### config.mk
export PLATFORM = sky130hd
export DESIGN_NAME = sprite_pixel_renderer
export DESIGN_NICKNAME = d
export VERILOG_FILES = /design/src/rtl/sprite_pixel_renderer.sv
export SDC_FILE = /design/constraint.sdc
export NUM_CORES = 1
export LEC_CHECK = 0
export CAP_MARGIN = 30
export CELL_PAD_IN_SITES_DETAIL_PLACEMENT = 1
export CELL_PAD_IN_SITES_GLOBAL_PLACEMENT = 1
export CORE_ASPECT_RATIO = 0.9
export CORE_MARGIN = 8
export CORE_UTILIZATION = 40
export CTS_BUF_LIST = sky130_fd_sc_hd__clkbuf_8
export CTS_CLUSTER_DIAMETER = 200
export CTS_CLUSTER_SIZE = 8
export DETAILED_ROUTE_END_ITERATION = 8
export GPL_TIMING_DRIVEN = 0
export HOLD_SLACK_MARGIN = 0.06
export PLACE_DENSITY = 0.84
export SETUP_SLACK_MARGIN = 0.2
export SYNTH_ARGS = -nofsm -noshare
export SYNTH_HDL_FRONTEND = slang
export SYNTH_SLANG_ARGS = --single-unit
### constraint.sdc
create_clock -name clk -period 2.7 [get_ports clk]
set_clock_uncertainty 0.05 [all_clocks]
set_input_delay 0.405 -clock clk [delete_from_list [all_inputs] [get_ports clk]]
set_output_delay 0.405 -clock clk [all_outputs]
set_load 0.03 [all_outputs]
### src/rtl/sprite_pixel_renderer.sv
// Sprite pixel renderer: composes pacman and four ghosts over a flat background
// for each visible raster position, with a fixed two-cycle latency.
// Positions and direction are captured into shadow registers on frame_start so
// a frame never tears. A death flash and an optional mouth animation modulate
// pacman. Define SPRITE_PIXEL_RENDERER_MOUTH_ANIM_EN to animate the mouth;
// without it the mouth stays open.

// Per-sprite S1 stage: bounding-box hit and in-sprite offsets.
module sprite_pixel_renderer_hit #(
  parameter int SIZE_LOG2 = 4
) (
  input  logic                 clk,
  input  logic                 rst,
  input  logic [10:0]          pixel_x,
  input  logic [9:0]           pixel_y,
  input  logic [10:0]          pos_x,
  input  logic [9:0]           pos_y,
  output logic                 hit,
  output logic [SIZE_LOG2-1:0] ox,
  output logic [SIZE_LOG2-1:0] oy
);
  // One extra bit so a sprite near the right/bottom edge clips instead of wrapping.
  logic [11:0] px, lo_x, hi_x;
  logic [10:0] py, lo_y, hi_y;
  logic        hit_c;

  assign px    = {1'b0, pixel_x};
  assign lo_x  = {1'b0, pos_x};
  assign hi_x  = lo_x + 12'(1 << SIZE_LOG2);
  assign py    = {1'b0, pixel_y};
  assign lo_y  = {1'b0, pos_y};
  assign hi_y  = lo_y + 11'(1 << SIZE_LOG2);
  assign hit_c = (px >= lo_x) && (px < hi_x) && (py >= lo_y) && (py < hi_y);

  // Register hit and offsets; offsets only matter when hit is set.
  always_ff @(posedge clk) begin
    if (!rst) begin
      hit <= 1'b0;
      ox  <= '0;
      oy  <= '0;
    end else begin
      hit <= hit_c;
      ox  <= pixel_x[SIZE_LOG2-1:0] - pos_x[SIZE_LOG2-1:0];
      oy  <= pixel_y[SIZE_LOG2-1:0] - pos_y[SIZE_LOG2-1:0];
    end
  end
endmodule

module sprite_pixel_renderer #(
  parameter int          SIZE_LOG2          = 4,
  parameter int          DEATH_FLASH_FRAMES = 8,
  parameter int          MOUTH_FRAMES       = 4,
  parameter logic [11:0] BG_COLOR           = 12'h000
) (
  input  logic        clk,
  input  logic        rst,
  input  logic        frame_start,
  input  logic        pixel_valid,
  input  logic [10:0] pixel_x,
  input  logic [9:0]  pixel_y,
  input  logic [10:0] pacman_pos_x,
  input  logic [9:0]  pacman_pos_y,
  input  logic [10:0] blinky_pos_x,
  input  logic [9:0]  blinky_pos_y,
  input  logic [10:0] pinky_pos_x,
  input  logic [9:0]  pinky_pos_y,
  input  logic [10:0] inky_pos_x,
  input  logic [9:0]  inky_pos_y,
  input  logic [10:0] clyde_pos_x,
  input  logic [9:0]  clyde_pos_y,
  input  logic [3:0]  pacman_dir,
  input  logic        pacman_is_dead,
  output logic [11:0] rgb,
  output logic        rgb_valid,
  output logic        sprite_hit
);
  localparam int NUM_SPR = 5;  // index 0 = pacman, then ghosts in priority order
  localparam int STAGES  = 2;
  localparam int SW      = SIZE_LOG2;
  localparam logic [SW-1:0] CTR   = SW'(1 << (SW - 1));
  localparam logic [SW-1:0] EDGE  = SW'((1 << SW) - 2);
  localparam logic [7:0]    FLAST = 8'(DEATH_FLASH_FRAMES - 1);
  localparam logic [NUM_SPR-1:0][11:0] SPR_COL =
    {12'hFA0, 12'h0FF, 12'hFBD, 12'hF00, 12'hFF0};

  typedef enum logic {NORMAL, FLASH} state_t;

  logic [NUM_SPR-1:0][10:0] in_x, sh_x;
  logic [NUM_SPR-1:0][9:0]  in_y, sh_y;
  logic [3:0]               sh_dir, s1_dir;
  logic [NUM_SPR-1:0]       s1_hit;
  logic [NUM_SPR-1:0][SW-1:0] s1_ox, s1_oy;
  logic [STAGES:1]          vld_pipe;
  state_t                   state;
  logic [7:0]               flash_cnt;
  logic                     dead_d;
  logic                     mouth_open;

  assign in_x = {clyde_pos_x, inky_pos_x, pinky_pos_x, blinky_pos_x, pacman_pos_x};
  assign in_y = {clyde_pos_y, inky_pos_y, pinky_pos_y, blinky_pos_y, pacman_pos_y};

  // Shadow latch; a zero direction leaves the last real direction in place.
  always_ff @(posedge clk) begin
    if (!rst) begin
      sh_x   <= '0;
      sh_y   <= '0;
      sh_dir <= '0;
    end else if (frame_start) begin
      sh_x <= in_x;
      sh_y <= in_y;
      if (pacman_dir != 4'b0000) sh_dir <= pacman_dir;
    end
  end

  for (genvar i = 0; i < NUM_SPR; i++) begin : g_spr
    sprite_pixel_renderer_hit #(.SIZE_LOG2(SIZE_LOG2)) u_hit (
      .clk     (clk),
      .rst     (rst),
      .pixel_x (pixel_x),
      .pixel_y (pixel_y),
      .pos_x   (sh_x[i]),
      .pos_y   (sh_y[i]),
      .hit     (s1_hit[i]),
      .ox      (s1_ox[i]),
      .oy      (s1_oy[i])
    );
  end

  // Valid shift register plus the direction that belongs to the S1 pixel.
  always_ff @(posedge clk) begin
    if (!rst) begin
      vld_pipe <= '0;
      s1_dir   <= '0;
    end else begin
      vld_pipe <= {vld_pipe[STAGES-1:1], pixel_valid};
      s1_dir   <= sh_dir;
    end
  end

  // Death flash FSM; extra death edges while flashing are ignored.
  always_ff @(posedge clk) begin
    if (!rst) begin
      state     <= NORMAL;
      flash_cnt <= '0;
      dead_d    <= 1'b0;
    end else begin
      dead_d <= pacman_is_dead;
      if (state == NORMAL) begin
        if (pacman_is_dead && !dead_d) begin
          state     <= FLASH;
          flash_cnt <= '0;
        end
      end else if (frame_start) begin
        if (flash_cnt == FLAST) begin
          state     <= NORMAL;
          flash_cnt <= '0;
        end else begin
          flash_cnt <= flash_cnt + 8'd1;
        end
      end
    end
  end

`ifdef SPRITE_PIXEL_RENDERER_MOUTH_ANIM_EN
  logic [7:0] mouth_cnt;
  // Mouth phase: toggle every MOUTH_FRAMES frames.
  always_ff @(posedge clk) begin
    if (!rst) begin
      mouth_cnt  <= '0;
      mouth_open <= 1'b1;
    end else if (frame_start) begin
      if (mouth_cnt == 8'(MOUTH_FRAMES - 1)) begin
        mouth_cnt  <= '0;
        mouth_open <= ~mouth_open;
      end else begin
        mouth_cnt <= mouth_cnt + 8'd1;
      end
    end
  end
`else
  assign mouth_open = 1'b1;
`endif

  // S2 combinational: masks, flash, priority mux.
  logic [SW-1:0] u, v, dv, du;
  logic          wedge, pac_vis, hit_c;
  logic [11:0]   col_c;

  // Rotate/mirror offsets so the wedge test is always written for RIGHT.
  always_comb begin
    u = s1_ox[0];
    v = s1_oy[0];
    if (s1_dir == 4'b0000 || s1_dir[0]) begin
      u = s1_ox[0];  v = s1_oy[0];
    end else if (s1_dir[1]) begin
      u = ~s1_oy[0]; v = s1_ox[0];
    end else if (s1_dir[2]) begin
      u = s1_oy[0];  v = s1_ox[0];
    end else begin
      u = ~s1_ox[0]; v = s1_oy[0];
    end
    dv    = (v >= CTR) ? (v - CTR) : (CTR - v);
    du    = u - CTR;
    wedge = mouth_open && (u >= CTR) && (dv <= du);
  end

  // Lowest-priority sprite first so higher ones overwrite.
  always_comb begin
    col_c = BG_COLOR;
    hit_c = 1'b0;
    for (int i = NUM_SPR - 1; i >= 1; i--) begin
      if (s1_hit[i] && !((s1_oy[i] < SW'(2)) && ((s1_ox[i] < SW'(2)) || (s1_ox[i] >= EDGE)))) begin
        col_c = SPR_COL[i];
        hit_c = 1'b1;
      end
    end
    pac_vis = s1_hit[0] && ((state == FLASH) ? flash_cnt[0] : !wedge);
    if (pac_vis) begin
      col_c = (state == FLASH) ? 12'hFFF : SPR_COL[0];
      hit_c = 1'b1;
    end
  end

  // S2 register; output is forced quiet when the pixel is not visible.
  always_ff @(posedge clk) begin
    if (!rst) begin
      rgb        <= '0;
      sprite_hit <= 1'b0;
    end else begin
      rgb        <= vld_pipe[1] ? col_c : 12'h000;
      sprite_hit <= vld_pipe[1] & hit_c;
    end
  end

  assign rgb_valid = vld_pipe[STAGES];
endmodule
==> impl_metrics.tcl <==
set metrics [dict create \
    status "finished with violations" \
    violations "negative setup slack" \
    wl_met1_um 17100 \
    dp.cells 1851 \
    syn2layout_area_growth_pct 24.3 \
    fmax_ghz 0.358 \
    highest_layer "met4" \
    report.final.slew_viol_count 0 \
    cp.required_ps 3050 \
    fin_ws_ps -91.4 \
    netlist_area_sq_um 11900 \
    cts_htree_levels 4 \
    cp_top_family "simple AND/OR/NAND/NOR gates" \
    seq_area_frac_synth_pct 28.5 \
    hold_slack_ps 452 \
    wl_per_cell_um 20.5 \
    min_period_ps 2790 \
    drive_gt1_share_pct 9.36 \
    ant_nets 0 \
    crit_slowest_cell "or4_1" \
    hp-class "reg -> reg" \
    crit_chain "buf_6 > o21bai_4 > buf_4 > mux2i_2 > and3_2 > ha_1 > ha_1 > nand3_1 > or4_1 > nand4_2 > o21bai_4 > a21oi_1" \
    antenna_cells 0 \
    synth_area_leader_cell "dfxtp_1" \
    maxSlewHeadroom_pct 26.7 \
    worstPathBufferInverterCount 2 \
    tightestPinTransition_ps 1090 \
    vias 10400 \
    hold_viol_final 0 \
    synth_fp_nets 1635 \
    cap_viol_max_count 0 \
    yosys_warnings 0 \
    cp_max_fo 10 \
    root_buffer "clkbuf_8" \
    cts_hold_buf 0 \
    leakagePower_nw 6.16 \
    dr_wl_met3_um 1570 \
    rsz0062_at_grt "true" \
    placed_area_sq_um 13900 \
    clk_pin_slew_ps 100 \
    fin_area_sq_um 14700 \
    clockBufferDepth 2 \
    ir_worst_vdd_mv 0.325 \
    grt_pass1_wl_um 59500 \
    synth-async-reset-ratio_pct 0 \
    fin_nets 1824 \
    synthTopCellsByArea "dfxtp_1 29%, ha_1 20%, mux2i_1 9.2%" \
    cts_sinks 169 \
    drtIter0Drc 471 \
    num_rows 59 \
    dieArea_sq_um 35400 \
    port_buffers 147 \
    tns_ps -401 \
    grt-ovfl-total 0 \
    fin_crit_sh_pct 103 \
    cp-end-kind "flip-flop" \
    grt_antenna_before_repair 0 \
    vias_per_cell 5.46 \
    start_util_pct 40.9 \
    synth_seq_cells 169 \
    cts_tree "yes" \
    syn_inst 1305 \
    pin_count 149 \
    critical_path_arrival_ps 3140 \
    synth-edff-count 0 \
    cpPeakStageDelay_ps 450 \
    instances_no_fill 1903 \
    insertion_delay_ps 480 \
    synthFlopType "dfxtp_1" \
    numCtsBuffers 17 \
    grtUsageTotal_pct 21.4 \
    dr.pass1.iters 5 \
    fillCellCount 3309 \
    drc 0 \
    routed_wl_um 39000 \
    critPathKind "reg -> reg" \
    core_sq_um 29000 \
    synth_area_per_cell_sq_um 9.08 \
    first_global_vias 11400 \
    routed-wl-met2_um 18900 \
    gp_congestion 0.875 \
    die_y_um 179 \
    crit_path_start_kind "flip-flop" \
    dieWidth_um 197 \
    grt_max_degree 17 \
    synth_cell_type_count 66 \
    powerDensity_nw_per_um2 454 \
    post-dp-hpwl_um 30000 \
    setup_violations 7 \
    yosysTopAreaCellShare_pct 28.5 \
]
[final cells by class]
cell class                 instances  area [sq um]  area share (%)
buffer                            42           213            1.44
clock buffer                      20           275            1.87
clock inverter                    12           161            1.10
inverter                         133           507            3.44
multi-input combinational        961          8020            54.4
sequential                       169          3430            23.2
tap                              396           495            3.36
timing repair buffer             170          1640            11.1
[sequential cells by signal, summed over array words and instances, names as in the netlist]
register,count
g_spr.u_hit.oy,16
flash_cnt,8
dead_d,1
state,1
g_spr.u_hit.hit,5
sh_y,50
sh_dir,4
sh_x,55
rgb,6
vld_pipe,2
sprite_hit,1
s1_dir,4
g_spr.u_hit.ox,16
[power by group]
group          leakage (nW)  switching (mW)  internal, mW
combinational          4.54           0.966         0.871
sequential             1.40           0.140          2.65
clock                 0.213            1.07          1.00
total                  6.16            2.17          4.52
[path summary, 6_finish.rpt]
path,to,depth (start not counted),startpoint,slack [ps]
max reg2reg,rgb[4],12,s1_dir[0],-90
max,rgb[4],12,s1_dir[0],-90
min reg2reg,s1_dir[0],1,sh_dir[0],450
min,s1_dir[0],1,sh_dir[0],450
[Yosys cell counts (8+ instances only)]
cell,number
a211oi_1,11
a21boi_0,8
a21o_1,15
a21oi_1,55
and2_1,13
and3_1,19
buf_2,8
clkbuf_1,20
dfxtp_1,169
fa_1,10
ha_1,185
inv_1,132
mux2i_1,109
nand2_1,34
nand2b_1,8
nand3_1,43
nand4_1,11
nor2_1,31
nor2b_1,151
nor3_1,23
nor3b_1,10
nor4_1,9
o211ai_1,8
o21a_1,23
o21ai_0,50
xnor2_1,51
[cells in the final DEF (no fill, tap or decap), types with 31 or more instances in the layout]
cell type / count
ha_1: 180
dfxtp_1: 151
nor2b_1: 150
clkdlybuf4s50_1: 133
inv_1: 127
mux2i_1: 105
a21oi_1: 53
xnor2_1: 48
o21ai_0: 46
nand3_1: 41
nand2_1: 34
nor2_1: 31
[per-layer routing]
metal / vias up / global-route usage (%)
li1: 4946 / -
met1: 5076 / 25.6
met2: 269 / 37.9
met3: 99 / 3.49
met4: 0 / 8.86
met5: - / 0
[through the flow]
stage	worst slack, ps	power [mW]	utilization (%)
floorplan	198	3.86	-
global placement	-857	4.43	47.7
detailed placement	-800	4.55	47.8
CTS	-13.3	6.64	49.7
global route	-265	7.04	50.8
finish	-91.4	6.70	50.8
[repair_timing]
item | in CTS | in global routing
pin swaps | 9 | 27
gates cloned | 0 | 0
endpoints found under the setup margin | 12 | 12
buffers inserted | 7 | 13
gates resized for setup | 38 | 66
[kinds of logic (layout without fill, tap and decap cells)]
logic type | count (synthesis) | count (layout) | synth area share [%]
compound gates | 231 | 231 | 13.1
xor+xnor | 53 | 53 | 3.92
fa+ha+maj | 195 | 195 | 21.2
buf+inv | 175 | 377 | 5.97
flops | 169 | 169 | 28.5
mux | 109 | 109 | 9.20
simple gates | 373 | 373 | 18.0
[worst register-to-register path: stages, from the launching register on]
cell,delay (ps)
dfxtp_2,330
buf_6,130
o21bai_4,230
buf_4,170
mux2i_2,150
and3_2,180
ha_1,170
ha_1,300
nand3_1,120
or4_1,450
nand4_2,150
o21bai_4,100
a21oi_1,190
Note: power is estimated with default switching activity, not from simulation.
